<file path="config.mk">
export PLATFORM = sky130hd
export DESIGN_NAME = read_master
export DESIGN_NICKNAME = d
export VERILOG_FILES = /design/src/rtl/read_master.sv
export SDC_FILE = /design/constraint.sdc
export NUM_CORES = 1
export LEC_CHECK = 0
export CAP_MARGIN = 20
export CORE_ASPECT_RATIO = 1.25
export CORE_MARGIN = 4
export CORE_UTILIZATION = 35
export DETAILED_ROUTE_END_ITERATION = 10
export DONT_BUFFER_PORTS = 1
export MAX_ROUTING_LAYER = met4
export PLACE_DENSITY = 0.56
export SLEW_MARGIN = 30
export SYNTH_ARGS = -nofsm -noshare
export SYNTH_HDL_FRONTEND = slang
export SYNTH_SLANG_ARGS = --single-unit
export TNS_END_PERCENT = 30
</file>
<file path="constraint.sdc">
create_clock -name clk -period 8.5 [get_ports clk]
set_input_delay 1.275 -clock clk [delete_from_list [all_inputs] [get_ports clk]]
set_output_delay 1.275 -clock clk [all_outputs]
set_load 0.005 [all_outputs]
</file>
<file path="src/rtl/read_master.sv">
// read_master
// Avalon-MM read master that fetches a block of 16-bit signed samples from
// DDR and replays them as a valid/ready stream. The block is configured and
// started through a small CSR slave. Reads are pipelined. A request is only
// issued while (FIFO occupancy + outstanding reads) is below FIFO_DEPTH, so
// every returned word always has room in the output FIFO.
//
// Ports
//   clk, reset                    clock, synchronous active-high reset
//   ddr_addr/ddr_read             DDR request (word address, read strobe)
//   ddr_waitrequest               DDR stall; the request holds while high
//   ddr_readdata/ddr_readdatavalid  DDR return data
//   csr_addr/read/write/writedata CSR slave; csr_readdata is registered
//   dout/dout_valid/dout_ready    output sample stream (show-ahead FIFO)
//
// CSR map: 0 base, 1 length, 2 step, 3 issued (RO), 4 start (W),
//          5 done bit 0 (RO), 6 soft reset (W), others read 0xDEADBEEF
//
// State | meaning
// IDLE  | waiting for start after reset
// RUN   | issuing reads until length requests have been accepted
// DRAIN | waiting for outstanding data to return and the FIFO to empty
// DONE  | block complete, done=1; a new start restarts
module read_master #(
  parameter int FIFO_DEPTH = 8,
  parameter int CNT_W      = 4
) (
  input  logic        clk,
  input  logic        reset,
  input  logic        ddr_waitrequest,
  output logic [31:0] ddr_addr,
  output logic        ddr_read,
  input  logic [15:0] ddr_readdata,
  input  logic        ddr_readdatavalid,
  input  logic [2:0]  csr_addr,
  input  logic        csr_read,
  input  logic        csr_write,
  input  logic [31:0] csr_writedata,
  output logic [31:0] csr_readdata,
  output logic [15:0] dout,
  output logic        dout_valid,
  input  logic        dout_ready
);

  localparam int PTR_W = (FIFO_DEPTH > 1) ? $clog2(FIFO_DEPTH) : 1;
  localparam logic [CNT_W:0] DEPTH_C = (CNT_W+1)'(FIFO_DEPTH);

  typedef enum logic [1:0] {IDLE, RUN, DRAIN, DONE} state_t;

  state_t state, state_nxt;

  logic [31:0] cfg_base, cfg_length, cfg_step;
  logic [31:0] len_w, step_w, issued;
  logic [CNT_W-1:0] outstanding, fifo_count;
  logic [PTR_W-1:0] wr_ptr, rd_ptr;
  logic [15:0] mem [FIFO_DEPTH];
  logic [CNT_W:0] inflight;
  logic rst_int, start, load, accept, push, pop, fifo_empty, credit_ok;

  // A write to address 6 resets everything, including the CSR registers.
  assign rst_int = reset | (csr_write & (csr_addr == 3'd6));
  assign start   = csr_write & (csr_addr == 3'd4);

  assign inflight   = {1'b0, fifo_count} + {1'b0, outstanding};
  assign credit_ok  = inflight < DEPTH_C;
  assign fifo_empty = (fifo_count == '0);
  assign accept     = ddr_read & ~ddr_waitrequest;
  // Returns with nothing outstanding are stale data from before a soft reset.
  assign push       = ddr_readdatavalid & (outstanding != '0);
  assign pop        = dout_valid & dout_ready;

  assign dout_valid = ~fifo_empty;
  assign dout       = fifo_empty ? 16'd0 : mem[rd_ptr];

  always_ff @(posedge clk) begin
    if (rst_int) state <= IDLE;
    else         state <= state_nxt;
  end

  // While stalled, issued is frozen and inflight can only fall, so ddr_read
  // cannot drop during waitrequest.
  always_comb begin
    state_nxt = state;
    ddr_read  = 1'b0;
    load      = 1'b0;
    case (state)
      IDLE, DONE: begin
        if (start) begin
          load      = 1'b1;
          state_nxt = (cfg_length == 32'd0) ? DONE : RUN;
        end
      end
      RUN: begin
        ddr_read = (issued < len_w) & credit_ok;
        if (issued == len_w) state_nxt = DRAIN;
      end
      DRAIN: begin
        if ((outstanding == '0) && fifo_empty) state_nxt = DONE;
      end
      default: state_nxt = IDLE;
    endcase
  end

  always_ff @(posedge clk) begin
    if (rst_int) begin
      cfg_base   <= 32'd0;
      cfg_length <= 32'd0;
      cfg_step   <= 32'd1;
    end else if (csr_write) begin
      case (csr_addr)
        3'd0: cfg_base   <= csr_writedata;
        3'd1: cfg_length <= csr_writedata;
        3'd2: cfg_step   <= csr_writedata;
        default: ;
      endcase
    end
  end

  always_ff @(posedge clk) begin
    if (rst_int) begin
      ddr_addr <= 32'd0;
      issued   <= 32'd0;
      len_w    <= 32'd0;
      step_w   <= 32'd1;
    end else if (load) begin
      ddr_addr <= cfg_base;
      issued   <= 32'd0;
      len_w    <= cfg_length;
      step_w   <= cfg_step;
    end else if (accept) begin
      ddr_addr <= ddr_addr + step_w;
      issued   <= issued + 32'd1;
    end
  end

  always_ff @(posedge clk) begin
    if (rst_int) begin
      outstanding <= '0;
    end else begin
      case ({accept, push})
        2'b10:   outstanding <= outstanding + CNT_W'(1);
        2'b01:   outstanding <= outstanding - CNT_W'(1);
        default: outstanding <= outstanding;
      endcase
    end
  end

  always_ff @(posedge clk) begin
    if (push) mem[wr_ptr] <= ddr_readdata;
  end

  always_ff @(posedge clk) begin
    if (rst_int) begin
      wr_ptr     <= '0;
      rd_ptr     <= '0;
      fifo_count <= '0;
    end else begin
      if (push) wr_ptr <= wr_ptr + PTR_W'(1);
      if (pop)  rd_ptr <= rd_ptr + PTR_W'(1);
      case ({push, pop})
        2'b10:   fifo_count <= fifo_count + CNT_W'(1);
        2'b01:   fifo_count <= fifo_count - CNT_W'(1);
        default: fifo_count <= fifo_count;
      endcase
    end
  end

  always_ff @(posedge clk) begin
    if (rst_int) begin
      csr_readdata <= 32'd0;
    end else if (csr_read) begin
      case (csr_addr)
        3'd0:    csr_readdata <= cfg_base;
        3'd1:    csr_readdata <= cfg_length;
        3'd2:    csr_readdata <= cfg_step;
        3'd3:    csr_readdata <= issued;
        3'd5:    csr_readdata <= {31'd0, state == DONE};
        default: csr_readdata <= 32'hDEADBEEF;
      endcase
    end
  end

endmodule

</file>
==> results of run 1 <==
state kept, by name, indices dropped and copies added (netlist names), named ones only:
| name | count |
|---|---|
| cfg_length | 32 |
| rd_ptr | 3 |
| cfg_step | 32 |
| step_w | 32 |
| state | 2 |
| fifo_count | 4 |
| cfg_base | 32 |
| csr_readdata | 32 |
| wr_ptr | 3 |
| mem | 128 |
| outstanding | 4 |
| issued | 32 |
| len_w | 32 |
| ddr_addr | 32 |
per-stage QoR:
step           hold WS [ns]  instance area, sq um  cells
2_1_floorplan         0.436                 18200   1893
3_3_place_gp          0.442                 18800   2456
3_5_place_dp          0.447                 18800   2458
4_1_cts               0.455                 20200   2530
5_1_grt               0.476                 20200   2530
6_report              0.454                 20200   2530
where the power goes:
part | internal [uW] | switching [uW] | total (uW)
clock network | 1010 | 792 | 1800
logic | 65.3 | 156 | 221
registers | 2020 | 40.4 | 2060
total | 3090 | 988 | 4080
cell usage after synthesis, types with 3 or more instances:
library cell  count  area share, %
edfxtp_1        128             21
a21o_1           25            1.0
mux2i_1          26            1.4
a21oi_1         260            7.2
and2_1            5           0.17
xor2_1           43            2.1
dfxtp_1         275             30
buf_2             7           0.19
clkbuf_1         97            2.0
and4_1            3           0.14
nand2b_1          8           0.28
inv_1            54            1.1
nor2_1          131            2.7
a31oi_1           7           0.24
o211ai_1          7           0.29
mux4_2           32            4.0
a211oi_1         19           0.79
o21ai_0          50            1.4
a221oi_1         22            1.1
nor2b_1           4           0.14
o21a_1            6           0.25
xnor2_1          25            1.2
nand3_1          30           0.83
ha_1             79            5.4
nand4_1          16           0.55
fa_1              3           0.33
o21ai_1          13           0.36
nor4_1           12           0.41
and3_1            9           0.31
o22ai_1           3           0.10
o21bai_1          6           0.25
or3_1             9           0.31
a22oi_1          40            1.7
buf_1            10           0.21
nor2_2            3           0.10
nor3_1           16           0.44
nand2_1         376            7.8
layout make-up:
class / instances / area share, %
sequential: 403 / 46.4
multi-input combinational: 1321 / 41.2
clock buffer: 57 / 5.99
tap: 665 / 4.13
inverter: 54 / 1.01
clock inverter: 15 / 0.689
timing repair buffer: 15 / 0.596
path summary, 6_finish.rpt:
check                 start             end  slack (ns)  depth (start not counted)
hold reg to reg   len_w[10]       len_w[10]        0.45                          2
hold / removal    len_w[10]       len_w[10]        0.45                          2
setup reg to reg  len_w[31]  outstanding[3]        4.59                         14
setup / recovery  len_w[31]  outstanding[3]        4.59                         14
worst register-to-register path, delay by kind of cell (launching register included):
kind / cells / cell delay (ns)
AO/OA/AOI/OAI: 4 / 0.77
XOR/XNOR: 1 / 0.09
flip-flops: 1 / 0.33
buffers and inverters: 1 / 0.05
AND/OR/NAND/NOR: 5 / 1.74
adder cells (fa/ha/maj): 3 / 0.88
kinds of logic (layout without fill, tap and decap cells):
| kind of cell | Yosys count | after routing |
|---|---|---|
| buffers and inverters | 169 | 141 |
| AO/OA/AOI/OAI | 478 | 478 |
| adder cells (fa/ha/maj) | 82 | 82 |
| AND/OR/NAND/NOR | 634 | 634 |
| multiplexers | 59 | 59 |
| flip-flops | 403 | 403 |
| XOR/XNOR | 68 | 68 |
cell usage in the layout (no fill, tap or decap), drive strengths merged, types with 17 or more instances in the layout:
cell and instances:
nand2 376, dfxtp 275, a21oi 260, nor2 134, edfxtp 128, ha 79
o21ai 63, clkbuf 57, inv 56, xor2 43, a22oi 40, mux4 32
nand3 31, mux2i 26, xnor2 25, a21o 25, a221oi 22, a211oi 19
nor3 17
metal layers:
| metal | track usage, % | wire length (um) |
|---|---|---|
| met1 | 23.3 | 21900 |
| met2 | 31.5 | 26200 |
| met3 | 4.20 | 3710 |
| met4 | 5.94 | 1710 |
| met5 | - | 0 |
==> key figures, run 1 <==
Global routing
  – GRT overflow: 0
  – Initial antenna violation count: 0
  – Largest net degree at the start of global routing: 83
  – Tot GR Track Use: a little under a fifth
  – First-pass GRT wire length: about 80 mm
  – Number of global-route vias before repair: 13,300

Synthesis
  – Yosys reg bits: ~400
  – Synth unique cells: 63
  – Area of the mapped netlist: around 18,000 sq um
  – Largest family of logic cells by synthesized area: compound AO/OA/AOI/OAI gates
  – Post-synthesis adder-cell area fraction: under 10%
  – Post-synth top flop: dfxtp_1
  – Syn nets: about 2,000
  – Post-synth EDFFs: between 100 and 150
  – Mean cell area of the mapped netlist: roughly 9.6 sq um
  – Post-Synth XOR/XNOR Area: roughly 3.3%
  – Ys async rst share: 0%
  – Compound-cell area share of the yosys netlist: around 16%
  – Synth Area in Simple Gates: between 10% and 20%
  – Sequential area share after synthesis: between 50% and 60%
  – Synthesis warning total: 0
  – Mapped Cells: ~1,900
  – Post-synthesis mux area share: ~5.5%

Die
  – Core Rows: 93
  – Chip Height: about 260 um
  – Core area: just over 50,000 sq um
  – Initial Utilization: a little over a third
  – Chip width: 212 um
  – Die ar.: about 56,000 sq um
  – Io pins: 140

Drt
  – Via count: roughly 14,000
  – TritonRoute pass-1 iters: 5
  – Drt initial violations: ~1,200
  – Final ANT Viol Nets: 0
  – DRC viols: 0
  – Routed wire length: 53.5 mm
  – Via density: 5.43
  – Avg WL per Cell: around 21 um

Placement
  – Pre-CTS setup slack: roughly 4.6 ns
  – PortBufs: 0
  – HPWL Detailed: between 30 and 40 mm
  – Placer Congestion: approximately 0.88

Clock tree
  – Setup Fix Bufs, Post-CTS: 0
  – Total CTS buffers: ~40
  – Post_cts resized: 0
  – CTS hold repair buffers: 0
  – CTS H-tree lvls: 2
  – Worst skew pair latency: ~0.57 ns
  – TritonCTS clock tree: yes
  – Root Buffer: clkbuf_16
  – Deepest clock path buffer count: 3
  – Clk sinks: roughly 400
  – Clk slew on worst S/H paths: around 0.06 ns

Worst setup path
  – Critical path's slowest cell: or3_1
  – Crit start category: flop
  – Worst path top cell family by delay: simple AND/OR/NAND/NOR gates
  – Worst path bufs/invs: 1
  – CP arrival: between 4 and 5 ns
  – Setup crit end kind: flop
  – Ordered list of cells on the worst path: inv_1 -> ha_1 -> nand4_1 -> or3_1 -> nor3_1 -> a21boi_1 -> or3_1 -> ha_1 -> ha_1 -> a21o_1 -> a21oi_1 -> xnor2_1 -> or3_1 -> a21oi_1
  – Worst-path maximum fanout: 10
  – Crit path required time: roughly 9 ns
  – Critical Setup Path Class: reg2reg
  – Largest stage delay, worst path: 0.50 ns

Power and ir drop
  – Cell area power density: about 200 nW/um^2
  – Pwr Total: 4080 uW
  – Leakage: ~0.0069 uW
  – VDD IR max: 0.128 mV

Finish
  – Fraction of layout cells with a size suffix above 1: 8.20%
  – NumNets Final: between 1,500 and 2,000
  – Fin util: 39.2%
  – Area of the multi-input gates: 8300 sq um
  – Diodes inserted: 0
  – Area growth, synth to finish: 10.9%
  – Fillers: 5,046
  – FF+latch area: roughly 9400 sq um

Timing
  – RSZ-0062 raised after global routing: no
  – F_max: between 0.2 and 0.3 GHz
  – Slew Limit Fails: 0
  – Final worst path period share: between 40 and 50%
  – Post-route setup slack: around 4.6 ns
  – Slew HR: between 30% and 40%
  – Min Tclk post-route: between 3 and 4 ns
  – Setup TNS Final: 0 ns
  – Count of final hold-check violations: 0
  – Final Skew: approximately 0.028 ns
  – Final Setup Violations: 0
  – Worst-margin pin slew: around 0.98 ns

Run status
  – Outcome: finished clean

Job
  – Max Cap Viol: 0

Worst hold path
  – Hold Path Class: reg2reg
No activity file was read; power rests on OpenSTA's default activity.
==> inputs of run 2 (changes only) <==
clock period = 3.8 ns   (was 8.5 ns; I/O delays follow)
==> run 2 against run 1 <==
Effect of this change:
- largest power group unchanged
- global-route usage grew 0.19 points
- register-to-register slack worse by 4.4 ns
- hold slack lost 0.35 ns
- clock skew is 0.011 ns higher
- routed wire length is 0.64% lower
- cell count rose by 1.4%
- die area stayed put
- via count is 0.22% lower
==> key figures, run 2 (synthesis gave the netlist of run 1 again) <==
Power and ir drop
  – Combinational Power Share: 5.6% (was 5.4%)
  – Cell Int Power: 6930 uW (was 3090 uW)
  – Sequential power share: 50.6% (was 50.5%)
  – Leakage: 0.00710 uW (was 0.00694 uW)
  – Sw frac: 23.8% (was 24.2%)
  – Net Sw Power: 2170 uW (was 988 uW)
  – Pwr Total: 9100 uW (was 4080 uW)
  – Cell area power density: 446 nW/um^2 (was 202 nW/um^2)
  – Clk pwr share: 43.8% (was 44.1%)
  – VDD IR max: 0.256 mV (was 0.128 mV)

Worst setup path
  – Largest stage delay, worst path: 0.41 ns (was 0.50 ns)
  – Critical Setup Path Class: reg2reg (unchanged)
  – Critical path's slowest cell: or3_1 (unchanged)
  – Setup crit end kind: flop (unchanged)
  – Ordered list of cells on the worst path: inv_1 -> ha_1 -> a21o_1 -> a21oi_1 -> o22ai_1 -> a211oi_1 -> a21boi_1 -> or3_1 -> ha_1 -> ha_1 -> a21o_1 -> a21oi_1 -> xnor2_1 -> or3_1 -> a21oi_1 (was inv_1 -> ha_1 -> nand4_1 -> or3_1 -> nor3_1 -> a21boi_1 -> or3_1 -> ha_1 -> ha_1 -> a21o_1 -> a21oi_1 -> xnor2_1 -> or3_1 -> a21oi_1)
  – Worst-path maximum fanout: 3 (was 10)
  – CP arrival: 4.04 ns (was 4.39 ns)
  – R2R depth: 15 (was 14)
  – Crit start category: flop (unchanged)
  – Crit path required time: 4.28 ns (was 8.98 ns)

Drt
  – Via count: 13,700 (about the same)
  – Drt initial violations: 1,029 (was 1,153)
  – Final ANT Viol Nets: 0 (unchanged)
  – Via density: 5.34 (was 5.43)
  – DRC viols: 0 (unchanged)
  – Avg WL per Cell: 20.7 um (was 21.1 um)
  – TritonRoute pass-1 iters: 6 (was 5)
  – Routed wire length: 53.1 mm (was 53.5 mm)

Clock tree
  – Worst skew pair latency: 0.57 ns (about the same)
  – Clk slew on worst S/H paths: 0.06 ns (about the same)
  – CTS hold repair buffers: 0 (unchanged)
  – TritonCTS clock tree: yes (unchanged)
  – Total CTS buffers: 41 (unchanged)
  – CTS H-tree lvls: 2 (unchanged)
  – Setup Fix Bufs, Post-CTS: 0 (unchanged)
  – Root Buffer: clkbuf_16 (unchanged)
  – Clk sinks: 403 (unchanged)
  – Deepest clock path buffer count: 3 (unchanged)
  – Post_cts resized: 0 (unchanged)

Die
  – Io pins: 140 (unchanged)
  – Core Rows: 93 (unchanged)
  – Chip Height: 263 um (unchanged)
  – Chip width: 212 um (unchanged)
  – Initial Utilization: 35.3% (unchanged)
  – Die ar.: 55,600 sq um (unchanged)
  – Core area: 51,400 sq um (unchanged)

Global routing
  – First-pass GRT wire length: 81.8 mm (was 81.2 mm)
  – Number of global-route vias before repair: 13,600 (was 13,300)
  – Tot GR Track Use: 19.2% (was 19.0%)
  – Initial antenna violation count: 1 (was 0)
  – Largest net degree at the start of global routing: 84 (was 83)
  – GRT overflow: 0 (unchanged)

Timing
  – Min Tclk post-route: 3.56 ns (was 3.91 ns)
  – Final Setup Violations: 0 (unchanged)
  – Setup TNS Final: 0 ns (unchanged)
  – Count of final hold-check violations: 0 (unchanged)
  – Slew Limit Fails: 0 (unchanged)
  – Final worst path period share: 93.7% (was 46.0%)
  – F_max: 0.281 GHz (was 0.256 GHz)
  – Worst-margin pin slew: 0.998 ns (was 0.980 ns)
  – Slew HR: 33.4% (was 34.4%)
  – Final Skew: 0.0391 ns (was 0.0277 ns)
  – RSZ-0062 raised after global routing: no (unchanged)

Placement
  – PortBufs: 0 (unchanged)
  – Placer Congestion: 0.893 (was 0.876)
  – HPWL Detailed: 37.7 mm (was 35.8 mm)

Finish
  – Max FFs per register: 128 (unchanged)
  – NumNets Final: 2,008 (was 1,976)
  – Most frequent cells in the layout: 375 x nand2_1, 274 x dfxtp_1, 259 x a21oi_1, 128 x nor2_1, 128 x edfxtp_1 (was 373 x nand2_1, 272 x dfxtp_1, 259 x a21oi_1, 128 x edfxtp_1, 122 x nor2_1)
  – Fraction of layout cells with a size suffix above 1: 8.89% (was 8.20%)
  – Area growth, synth to finish: 12.2% (was 10.9%)
  – Commonest non-fill, non-tap cell in the layout: nand2_1 (unchanged)
  – Fillers: 5,018 (was 5,046)
  – Largest Register: mem (unchanged)

Worst hold path
  – Hold Path Class: in2reg (was reg2reg)
  – Hold Path Cell Cnt: 0 (was 2)

Job
  – Max Cap Viol: 0 (unchanged)

Run status
  – Outcome: finished clean (unchanged)
==> run 2: cell count changes in the layout (fill, tap and decap cells not counted), moves of 4 or more <==
cell	delta
buf_4	+28
clkbuf_8	-8
nor2_1	+6
nor2_4	-6
buf_12	+5
clkbuf_1	+4
==> run 2: stage by stage <==
stage / std cells / hold WS (ns) / setup WS [ns] / utilization, % / area, sq um
detailed placement: 2489 / 0.448 / 0.216 / 37.0 / 19000
floorplan: 1893 / 0.436 / 0.447 / - / 18200
global route: 2566 / 0.0759 / 0.0109 / 39.6 / 20400
finish: 2566 / 0.106 / 0.241 / 39.6 / 20400
CTS: 2564 / 0.0733 / 0.189 / 39.6 / 20400
global placement: 2489 / 0.443 / 0.267 / 37.0 / 19000
==> run 2: final timing paths <==
kind	start	to	slack (ns)
worst max-delay path	len_w[10]	outstanding[3]	0.24
worst min-delay path	ddr_readdata[14]	mem[3][14]	0.11
worst max register to register	len_w[10]	outstanding[3]	0.24
worst min register to register	len_w[1]	len_w[1]	0.45
==> run 2: final cells by class <==
cell class                 count  area, sq um  share of cell area, %
antenna                        1         2.50                 0.0123
clock buffer                  53         1090                   5.36
clock inverter                22          236                   1.16
inverter                      54          203                  0.994
multi-input combinational   1321         8250                   40.5
sequential                   403         9350                   45.9
tap                          665          832                   4.08
timing repair buffer          47          419                   2.06
==> run 2: critical path, delay by kind of cell, from the launching register on <==
| family | cells | cell delay [ns] |
|---|---|---|
| buffers and inverters | 1 | 0.05 |
| adders and majority gates | 3 | 0.83 |
| xor gates and xnor gates | 1 | 0.10 |
| AOI/OAI and AO/OA | 8 | 1.46 |
| DFF | 1 | 0.33 |
| and+or+nand+nor | 2 | 0.71 |
==> run 2: power by group through the flow <==
stage	Combinational (uW)	Sequential (uW)	Clock (uW)
3_3_place_gp	498	4700	0
2_1_floorplan	355	4650	0
5_1_grt	559	4610	4270
3_5_place_dp	503	4700	0
4_1_cts	506	4610	4090
6_report	506	4600	3990
==> run 2: routing by layer <==
layer / vias to the layer above / wire (um) / global-route usage, %
li1: 6650 / - / -
met1: 6603 / 21300 / 22.5
met2: 349 / 25800 / 31.7
met3: 107 / 3980 / 5.10
met4: 0 / 2110 / 7.02
met5: - / 0 / -
==> inputs of run 3 (changes only) <==
CAP_MARGIN = default   (was 20)
==> results of run 3 <==
Same layout as run 2: the final DEF is identical, and so are final timing and power.
